--- src/rtl/dma_line_sched_pkg.sv ---
// dma_line_sched_pkg: shared types and default widths for the line-scan DMA scheduler.
// Latency: n/a (types only).
// Backpressure: n/a.
package dma_line_sched_pkg;

  localparam int ADDR_W_DEF  = 32;
  localparam int LEN_W_DEF   = 16;
  localparam int LINE_W_DEF  = 12;
  localparam int BUF_W_DEF   = 4;
  localparam int FRAME_W_DEF = 13;
  localparam int IDX_W       = FRAME_W_DEF + BUF_W_DEF + LINE_W_DEF;  // 29-bit status word

  typedef enum logic [1:0] {
    IDLE      = 2'd0,
    ISSUE     = 2'd1,
    WAIT_DONE = 2'd2
  } sched_state_t;

  // Layout of the dma_indexes status word, MSB first.
  typedef struct packed {
    logic [FRAME_W_DEF-1:0] frame_cnt;
    logic [BUF_W_DEF-1:0]   buf_idx;
    logic [LINE_W_DEF-1:0]  line_idx;
  } dma_idx_t;

endpackage

--- src/rtl/dma_ring_ptr.sv ---
// dma_ring_ptr: line/buffer/frame position and accumulating DDR address for a buffer ring.
// Latency: position updates on the edge where advance is high; init wins over advance.
// Backpressure: none; advance is a single-cycle strobe from the scheduler.
// Ports: clk/rst, init (restart at base_addr), advance (one line completed),
//        ring geometry inputs, position outputs, last_line (current line ends its buffer).
module dma_ring_ptr #(
  parameter int ADDR_W  = 32,
  parameter int LEN_W   = 16,
  parameter int LINE_W  = 12,
  parameter int BUF_W   = 4,
  parameter int FRAME_W = 13
) (
  input  logic               clk,
  input  logic               rst,
  input  logic               init,
  input  logic               advance,
  input  logic [ADDR_W-1:0]  base_addr,
  input  logic [LEN_W-1:0]   line_bytes,
  input  logic [LINE_W-1:0]  lines_per_buf,
  input  logic [BUF_W-1:0]   num_bufs,
  output logic [LINE_W-1:0]  line_idx,
  output logic [BUF_W-1:0]   buf_idx,
  output logic [FRAME_W-1:0] frame_cnt,
  output logic [ADDR_W-1:0]  cur_addr,
  output logic               last_line
);

  logic [LINE_W-1:0] last_line_idx;
  logic [BUF_W-1:0]  last_buf_idx;
  logic              last_buf;
  logic [ADDR_W-1:0] step;

  // A zero count behaves like a count of one, so the last index is 0 in both cases.
  assign last_line_idx = (lines_per_buf == '0) ? '0 : lines_per_buf - LINE_W'(1);
  assign last_buf_idx  = (num_bufs == '0) ? '0 : num_bufs - BUF_W'(1);

  // >= rather than == so a geometry change under our feet still terminates the buffer.
  assign last_line = (line_idx >= last_line_idx);
  assign last_buf  = (buf_idx >= last_buf_idx);
  assign step      = {{(ADDR_W-LEN_W){1'b0}}, line_bytes};

  always_ff @(posedge clk or posedge rst) begin
    if (rst) begin
      line_idx  <= '0;
      buf_idx   <= '0;
      frame_cnt <= '0;
      cur_addr  <= '0;
    end else if (init) begin
      line_idx  <= '0;
      buf_idx   <= '0;
      frame_cnt <= '0;
      cur_addr  <= base_addr;
    end else if (advance) begin
      if (!last_line) begin
        line_idx <= line_idx + LINE_W'(1);
        cur_addr <= cur_addr + step;
      end else begin
        line_idx  <= '0;
        frame_cnt <= frame_cnt + FRAME_W'(1);
        if (last_buf) begin
          buf_idx  <= '0;
          cur_addr <= base_addr;
        end else begin
          buf_idx  <= buf_idx + BUF_W'(1);
          cur_addr <= cur_addr + step;
        end
      end
    end
  end

endmodule

--- src/rtl/dma_line_sched.sv ---
// dma_line_sched: turns sensor line_start pulses into DMA write commands over a DDR buffer ring.
// Latency: command valid the cycle after line_start; indexes/buf_irq visible the cycle after cmd_done.
// Backpressure: cmd_valid/cmd_addr held until cmd_ready; one extra line_start is buffered, further ones set overrun.
// Ports: clk, reset (async, active-high), enable, ring geometry (base_addr, line_bytes,
//        lines_per_buf, num_bufs), line_start, cmd_* write-command handshake, cmd_done,
//        dma_indexes status word, buf_irq, overrun, timeout_err.
// Optional: define DMA_LINE_SCHED_TIMEOUT_EN to add the cmd_done watchdog (TIMEOUT_CYCLES).
module dma_line_sched
  import dma_line_sched_pkg::*;
#(
  parameter int ADDR_W         = ADDR_W_DEF,
  parameter int LEN_W          = LEN_W_DEF,
  parameter int LINE_W         = LINE_W_DEF,
  parameter int BUF_W          = BUF_W_DEF,
  parameter int FRAME_W        = FRAME_W_DEF,
  parameter int TIMEOUT_CYCLES = 1048576
) (
  input  logic                              clk,
  input  logic                              reset,
  input  logic                              enable,
  input  logic [ADDR_W-1:0]                 base_addr,
  input  logic [LEN_W-1:0]                  line_bytes,
  input  logic [LINE_W-1:0]                 lines_per_buf,
  input  logic [BUF_W-1:0]                  num_bufs,
  input  logic                              line_start,
  output logic                              cmd_valid,
  input  logic                              cmd_ready,
  output logic [ADDR_W-1:0]                 cmd_addr,
  output logic [LEN_W-1:0]                  cmd_len,
  input  logic                              cmd_done,
  output logic [FRAME_W+BUF_W+LINE_W-1:0]   dma_indexes,
  output logic                              buf_irq,
  output logic                              overrun,
  output logic                              timeout_err
);

  sched_state_t state, state_n;

  logic               enable_q;
  logic               en_rise;
  logic               pending;
  logic               advance;
  logic               consume;
  logic               ls_set;
  logic               tmo_hit;
  logic               blocked;
  logic [LINE_W-1:0]  line_idx;
  logic [BUF_W-1:0]   buf_idx;
  logic [FRAME_W-1:0] frame_cnt;
  logic [ADDR_W-1:0]  cur_addr;
  logic               last_line;

  assign en_rise = enable & ~enable_q;

  // A line_start is buffered when the FSM is busy, or when a pending line is being
  // consumed this very cycle (so the pulse is not lost while pending hands over).
  assign ls_set = enable & line_start & ~blocked & ((state != IDLE) | pending);

  dma_ring_ptr #(
    .ADDR_W  (ADDR_W),
    .LEN_W   (LEN_W),
    .LINE_W  (LINE_W),
    .BUF_W   (BUF_W),
    .FRAME_W (FRAME_W)
  ) u_ptr (
    .clk           (clk),
    .rst           (reset),
    .init          (en_rise),
    .advance       (advance),
    .base_addr     (base_addr),
    .line_bytes    (line_bytes),
    .lines_per_buf (lines_per_buf),
    .num_bufs      (num_bufs),
    .line_idx      (line_idx),
    .buf_idx       (buf_idx),
    .frame_cnt     (frame_cnt),
    .cur_addr      (cur_addr),
    .last_line     (last_line)
  );

`ifdef DMA_LINE_SCHED_TIMEOUT_EN
  logic [31:0] tmo_cnt;
  logic        blocked_q;
  logic        timeout_q;

  assign tmo_hit     = (state == WAIT_DONE) && !cmd_done && (tmo_cnt == 32'(TIMEOUT_CYCLES - 1));
  assign blocked     = blocked_q;
  assign timeout_err = timeout_q;

  // Counts cycles spent in WAIT_DONE; any other state restarts it.
  always_ff @(posedge clk or posedge reset) begin
    if (reset) begin
      tmo_cnt   <= '0;
      blocked_q <= 1'b0;
      timeout_q <= 1'b0;
    end else begin
      tmo_cnt <= (state == WAIT_DONE) ? tmo_cnt + 32'd1 : 32'd0;
      if (en_rise) begin
        blocked_q <= 1'b0;
        timeout_q <= 1'b0;
      end else if (tmo_hit) begin
        blocked_q <= 1'b1;
        timeout_q <= 1'b1;
      end
    end
  end
`else
  assign tmo_hit     = 1'b0;
  assign blocked     = 1'b0;
  assign timeout_err = 1'b0;
`endif

  always_comb begin
    state_n = state;
    advance = 1'b0;
    consume = 1'b0;
    case (state)
      IDLE: begin
        if (enable && !blocked && (line_start || pending)) begin
          state_n = ISSUE;
          consume = pending;
        end
      end
      ISSUE: begin
        // Deliberately ignores enable: a presented command is never withdrawn.
        if (cmd_ready) state_n = WAIT_DONE;
      end
      WAIT_DONE: begin
        if (cmd_done) begin
          advance = 1'b1;
          if (enable && pending && !blocked) begin
            state_n = ISSUE;
            consume = 1'b1;
          end else begin
            state_n = IDLE;
          end
        end else if (tmo_hit) begin
          state_n = IDLE;
        end
      end
      default: state_n = IDLE;
    endcase
  end

  always_ff @(posedge clk or posedge reset) begin
    if (reset) begin
      state       <= IDLE;
      enable_q    <= 1'b0;
      pending     <= 1'b0;
      overrun     <= 1'b0;
      dma_indexes <= '0;
      buf_irq     <= 1'b0;
    end else begin
      state    <= state_n;
      enable_q <= enable;
      buf_irq  <= advance & last_line;
      if (advance) dma_indexes <= {frame_cnt, buf_idx, line_idx};

      if (en_rise) begin
        pending <= 1'b0;
        overrun <= 1'b0;
      end else if (!enable) begin
        pending <= 1'b0;  // a buffered line is discarded on disable
      end else begin
        if (tmo_hit)      pending <= 1'b0;
        else if (consume) pending <= ls_set;
        else              pending <= pending | ls_set;
        if ((ls_set && pending && !consume) || (line_start && blocked)) overrun <= 1'b1;
      end
    end
  end

  assign cmd_valid = (state == ISSUE);
  assign cmd_addr  = cur_addr;
  assign cmd_len   = line_bytes;

endmodule

--- config.mk ---
export PLATFORM = sky130hd
export DESIGN_NAME = dma_line_sched
export DESIGN_NICKNAME = d
export VERILOG_FILES = /design/src/rtl/dma_line_sched_pkg.sv /design/src/rtl/dma_ring_ptr.sv /design/src/rtl/dma_line_sched.sv
export SDC_FILE = /design/constraint.sdc
export NUM_CORES = 1
export LEC_CHECK = 0
export ABC_AREA = 1
export BUFFER_PORTS_ARGS = -buffer_cell sky130_fd_sc_hd__buf_2
export CORE_ASPECT_RATIO = 1.1
export CORE_MARGIN = 2
export CORE_UTILIZATION = 48
export CTS_CLUSTER_DIAMETER = 100
export DETAILED_ROUTE_END_ITERATION = 6
export HOLD_SLACK_MARGIN = 0.15
export PLACE_DENSITY = 0.78
export SYNTH_ARGS = -nofsm -noshare
export SYNTH_HDL_FRONTEND = slang
export SYNTH_SLANG_ARGS = --single-unit
--- constraint.sdc ---
create_clock -name clk -period 3.8 [get_ports clk]
set_input_delay 0.76 -clock clk [delete_from_list [all_inputs] [get_ports clk]]
set_output_delay 0.76 -clock clk [all_outputs]
set_load 0.005 [all_outputs]
* Word-level counts from Yosys, hierarchy flattened
Cells that the tools add are included.
Storage, ports and cells: output and inout port bits 81, register bits 96
Cells by class: order comparisons 2, $add $sub $neg 6, multiplexer cells 33, reduce and logical (&&, ||, !) cells 17, eq/ne operators 5, bitwise operators 7
Operators by type and width (count):
- 32-bit two-way mux | 4
- 12-bit two-way mux | 4
- 13-bit two-way mux | 3
- 32-bit by 16-bit adder with 32-bit output | 1
- 4-bit two-way mux | 5
- 13-bit by 1-bit adder with 13-bit output, second input constant | 1
- 12-bit by 1-bit adder with 12-bit output, second input constant | 1
- 12-bit >= comparator | 1
- 12-bit zero test | 1
- 1-bit two-way mux | 12
- 12-bit by 1-bit subtractor with 12-bit output, second input constant | 1
- 2-bit nonzero test | 5
- 2-bit two-way mux | 3
- 2-bit case mux with 3 select lines | 1
- 4-bit by 1-bit adder with 4-bit output, second input constant | 1
- 1-bit bitwise AND | 4
- 4-bit >= comparator | 1
- 1-bit logical AND | 4
- 4-bit zero test | 1
- 2-bit != test, second input constant | 2
- 2-bit AND reduction | 2
- 4-bit by 1-bit subtractor with 4-bit output, second input constant | 1
- 3-bit AND reduction | 1
- 2-bit by 1-bit == test with 1-bit output, second input constant | 1
- 8 further kinds | 9

* Longest topological paths before layout
depth in word-level cells 9, depth in mapped cells 21, depth with buffers taken out 20

* Cells and area by module
From an unflattened synthesis, not the netlist that was laid out.
Unflattened totals: cells, all modules 1147, area total of the unflattened synthesis 7319.5 um^2
By module, submodules not included:
- dma_ring_ptr | area an instance 5791.8 um^2, instances 1, cells an instance 967, sequential area each 1526.5 um^2
- dma_line_sched | area an instance 1527.7 um^2, instances 1, cells an instance 180, sequential area each 875.8 um^2

* Worst setup path after synthesis
Ideal clock, no wire load.
path type input -> register, from input port lines_per_buf[0], to register u_ptr.frame_cnt[9], path buffers 2, required time 3.682 ns, stages 20, arrival time 2.995 ns, library setup time 0.118 ns, path slack 0.687 ns, path through inv_1 ha_1 nor3b_1 and2_1 clkbuf_1 inv_1 o21ai_0 a21o_1 ha_1 nand2_2 inv_1 nand2_1 nand2_1 a21oi_2 nand4_4 nand2_4 inv_6 buf_8 nand2_2 o21ai_2
On the way: longest elaborated chain between the ends 5, elaborated cells between the ends (all ways) 6
Ends and longest elaborated chain:
- start, declared | RTL line dma_line_sched.sv:23 | input logic [LINE_W-1:0] lines_per_buf,
- 12-bit by 1-bit subtractor with 12-bit output / 12-bit zero test (equally long branches) | RTL line dma_ring_ptr.sv:34 | assign last_line_idx = (lines_per_buf == '0) ? '0 : lines_per_buf - LINE_W'(1);
- 12-bit two-way mux (*) | RTL line dma_ring_ptr.sv:34
- 12-bit >= comparator (*) | RTL line dma_ring_ptr.sv:38 | assign last_line = (line_idx >= last_line_idx);
- 2-bit nonzero test (no line) (*)
- 2-bit AND reduction (no line) (*)
- end signal, assigned | RTL line dma_ring_ptr.sv:59 | frame_cnt <= frame_cnt + FRAME_W'(1);
- end, declared | RTL line dma_ring_ptr.sv:23 | output logic [FRAME_W-1:0] frame_cnt,
Every way passes the cells marked *; elsewhere a longest branch is shown, timed or not. A chain may end at the register's enable or synchronous reset.

* Final worst setup path
from input port lines_per_buf[2], to register u_ptr.cur_addr[6]
On the way: longest elaborated chain between the ends 6, elaborated cells between the ends (all ways) 7
Ends and longest elaborated chain:
- 12-bit by 1-bit subtractor with 12-bit output / 12-bit zero test (equally long branches) | RTL line dma_ring_ptr.sv:34
- 12-bit two-way mux (*) | RTL line dma_ring_ptr.sv:34
- 12-bit >= comparator (*) | RTL line dma_ring_ptr.sv:38
- 32-bit two-way mux (*) | RTL line dma_ring_ptr.sv:54 | if (!last_line) begin
- 32-bit two-way mux (*) | RTL line dma_ring_ptr.sv:53 | end else if (advance) begin
- 32-bit two-way mux (*) | RTL line dma_ring_ptr.sv:48 | end else if (init) begin
- end signal, assigned | RTL line dma_ring_ptr.sv:52 | cur_addr <= base_addr;
- end signal, assigned | RTL line dma_ring_ptr.sv:56 | cur_addr <= cur_addr + step;
- end signal, assigned | RTL line dma_ring_ptr.sv:62 | cur_addr <= base_addr;
- end, declared | RTL line dma_ring_ptr.sv:24 | output logic [ADDR_W-1:0] cur_addr,
Every way passes the cells marked *; elsewhere a longest branch is shown, timed or not. The select of a mux whose other input is x is not followed.

==> key figures <==
Routing
  • Via count: slightly above 7000
  • Vias per cell: between 4 and 5
  • 1st-pass router iterations: 5
  • WL/cell: 13.03 um
  • Post-route ant nets: 0
  • DRT Wirelength: 18.39 mm
  • Drt drc: 0
  • Starting DRC count in detailed routing: 436

STA
  • Min cycle time layout: about 3.2 ns
  • Final Max Slew Viols: 0
  • Slew HR: roughly 64%
  • Least-Margin Pin Slew: 0.5378 ns
  • Setup Skew: 0.008821 ns
  • Final period utilization: approximately 85%
  • RSZ-0062 raised after global routing: no
  • Fmax: between 300 and 400 MHz
  • Hold Fails Final Rpt: 0
  • Setup TNS: 0 ns
  • Post-route worst setup slack: just under 0.6 ns
  • Tightest hold margin: about 0.43 ns
  • Final setup fails: 0

Yosys
  • Ys Warns: 0
  • Post-synth top area cell: dfrtp_1
  • Mean post-synth cell area: 6.694 um2
  • Post-Syn Area: 7269 um2
  • Synth Flop Type: dfrtp_1
  • Post-synth EDFFs: 0
  • Top cells by area, synth: dfrtp_1 (33%), nand2_1 (19%), inv_1 (8.6%)
  • Top-area cell type share of the netlist area: 33.05%
  • Register bit count reported by yosys: 96
  • Syn Inst Count: 1086
  • Post-synth cell types: 47
  • Net Count, Synth: 1194
  • Sequential area share after synthesis: around 33%
  • Async SR Flop Fraction: 100.0%

Setup path
  • CP Launch Type: input port
  • Crit end category: register
  • Worst Path Required: about 4.1 ns
  • R2r startpoint: u_ptr.cur_addr[0]
  • Worst reg-to-reg path cell count: 15
  • Critical R2R Capture: u_ptr.cur_addr[28]
  • R2r setup slk: roughly 1.5 ns
  • CP Max Fanout: 23
  • Critical path class: input port to register
  • Critical path arrival: 3.47 ns

Clock network
  • Setup Fix Bufs, Post-CTS: 0
  • Inserted Clock Buffers: 9
  • Clock transition at the registers of the reported paths: 0.07 ns
  • Clock Root Buffer: clkbuf_16
  • Clock sink count: 96
  • H-tree levels: 3
  • Cts repair resizes: 0
  • CTS tree: built
  • Hold-fix buffers at CTS: 0
  • Skew-Pair Late Insertion Delay: approximately 0.36 ns
  • Max clock buf depth: 2

Final layout
  • Commonest cells after routing, fill and taps aside: nand2_1 (377), inv_1 (165), buf_2 (149), dfrtp_1 (96), nand3_1 (94)
  • Fillers: roughly 1500
  • Final net count: between 1000 and 1500
  • Final Util: between 50% and 60%
  • Layout area overhead: 14.89%
  • Share of layout cells above drive strength 1: 17.93%
  • N_diodes: 0
  • Most common cell after layout, fill and taps aside: nand2_1

Global route
  • GRT Total Usage: between 20% and 30%
  • First-pass GRT wire length: 30.97 mm
  • GR Util met1: about 28%
  • Top Usage Layer GRT: met2
  • Largest net degree at the start of global routing: 58
  • Initial antenna violation count: 0
  • M2 GR Usage: between 40% and 50%
  • GRT overflow: 0
  • Grt met3 use: under 10%
  • Vias in the first global route: around 6700

Place
  • Port Buffers: ~150
  • DP Wirelength: around 14 mm
  • Gp weighted congestion: 0.9782
  • Pre-CTS setup slack: approximately 0.22 ns

Floorplan
  • Die area: around 16000 um2
  • # rows: 47
  • Initial core utilization: 48.67%
  • Die width: 121.3 um
  • Die Y-Extent: 133.1 um
  • Core area: 14940 um2
  • # IOs: 151

Min path
  • HP Class: input port to async pin

Job
  • Maxcap violations: 0

Run status
  • Status: completed

Power and ir drop
  • P per Cell Area: 582.4 nW/um2
  • Max VDD drop: about 0.32 mV
  • Leak Pwr: roughly 0.0048 uW
## stage by stage
step                      std cells  area [um2]  power [uW]
after global routing           1412        8352        5290
after global placement         1396        8053        3893
after detailed placement       1396        8053        3961
after CTS                      1412        8352        4890
final                          1412        8352        4864
after floorplan                1086        7269        3206
## power breakdown
part	switching, uW	internal, uW
registers	335	1330
clock network	442	477
logic	1370	901
total	2150	2710
## final cells by class
type	instances	area [um2]	area share, %
Tap cell	196	245.2	2.936
Multi-Input combinational cell	776	3943	47.21
Clock buffer	10	239.0	2.861
Sequential cell	96	2402	28.76
Inverter	173	659.4	7.895
Clock inverter	6	60.06	0.7191
Timing Repair Buffer	155	803.3	9.618
## synth_stat cells (2+ instances only)
cell type	number
ha_1	37
a21oi_1	25
nand3_1	95
o21ai_0	51
inv_2	5
nand3b_1	5
xnor2_1	10
dfrtp_1	96
nand2_1	377
o21bai_1	2
inv_1	166
nor2_1	70
buf_8	2
o21ai_2	10
buf_2	5
clkbuf_1	9
nor3_1	16
nor2_2	3
nor3_2	6
o31ai_1	2
xor2_1	17
nand2_4	3
o21ai_1	8
nand2_2	5
buf_1	2
or2_2	5
a21oi_2	2
buf_4	22
and3_1	2
nand4_1	10
a31oi_1	2
## flip-flops by register name (all words and copies together) (netlist names)
name / cells
u_ptr.cur_addr: 32
dma_indexes: 29
u_ptr.frame_cnt: 13
u_ptr.line_idx: 12
u_ptr.buf_idx: 4
state: 2
buf_irq: 1
enable_q: 1
overrun: 1
pending: 1
## worst max-delay path by stage
stage                         to  slack, ns        startpoint  cells past startpoint
2_1_floorplan            buf_irq       0.53             reset                      1
3_3_place_gp   u_ptr.cur_addr[0]       0.32  lines_per_buf[2]                     19
3_5_place_dp   u_ptr.cur_addr[6]       0.22  lines_per_buf[2]                     19
4_1_cts        u_ptr.cur_addr[6]       0.60  lines_per_buf[2]                     19
5_1_grt        u_ptr.cur_addr[6]       0.27  lines_per_buf[5]                     20
6_report       u_ptr.cur_addr[6]       0.58  lines_per_buf[2]                     19
## logic make-up (layout without fill, tap and decap cells)
| group | after synthesis | after routing | synth area share [%] |
|---|---|---|---|
| DFF | 96 | 96 | 33.05 |
| other | 1 | 1 | 0.05159 |
| and+or+nand+nor | 604 | 604 | 35.97 |
| xor gates and xnor gates | 27 | 27 | 3.253 |
| buffers and inverters | 214 | 344 | 12.79 |
| adders and majority gates | 38 | 38 | 6.644 |
| AOI/OAI and AO/OA | 106 | 106 | 8.244 |
## worst max-delay path: stages
cell and delay (ns):
buf_2 0.12, nor2_1 0.08, nand2_1 0.10, or2_2 0.33
nor3_1 0.21, o21ai_0 0.11, a21o_1 0.16, ha_1 0.30
nand2_2 0.11, inv_1 0.04, nand2_1 0.06, nand2_1 0.06
a21oi_2 0.17, nand4_4 0.16, nand2_4 0.28, buf_12 0.19
nand2_1 0.06, nand2_1 0.06, o21ai_1 0.07
## per-layer routing
| layer | routed length (um) | up-vias |
|---|---|---|
| li1 | - | 3633 |
| met1 | 7790 | 3184 |
| met2 | 9266 | 181 |
| met3 | 871 | 39 |
| met4 | 465 | 0 |
| met5 | 0 | - |
No activity file was read; power rests on OpenSTA's default activity.
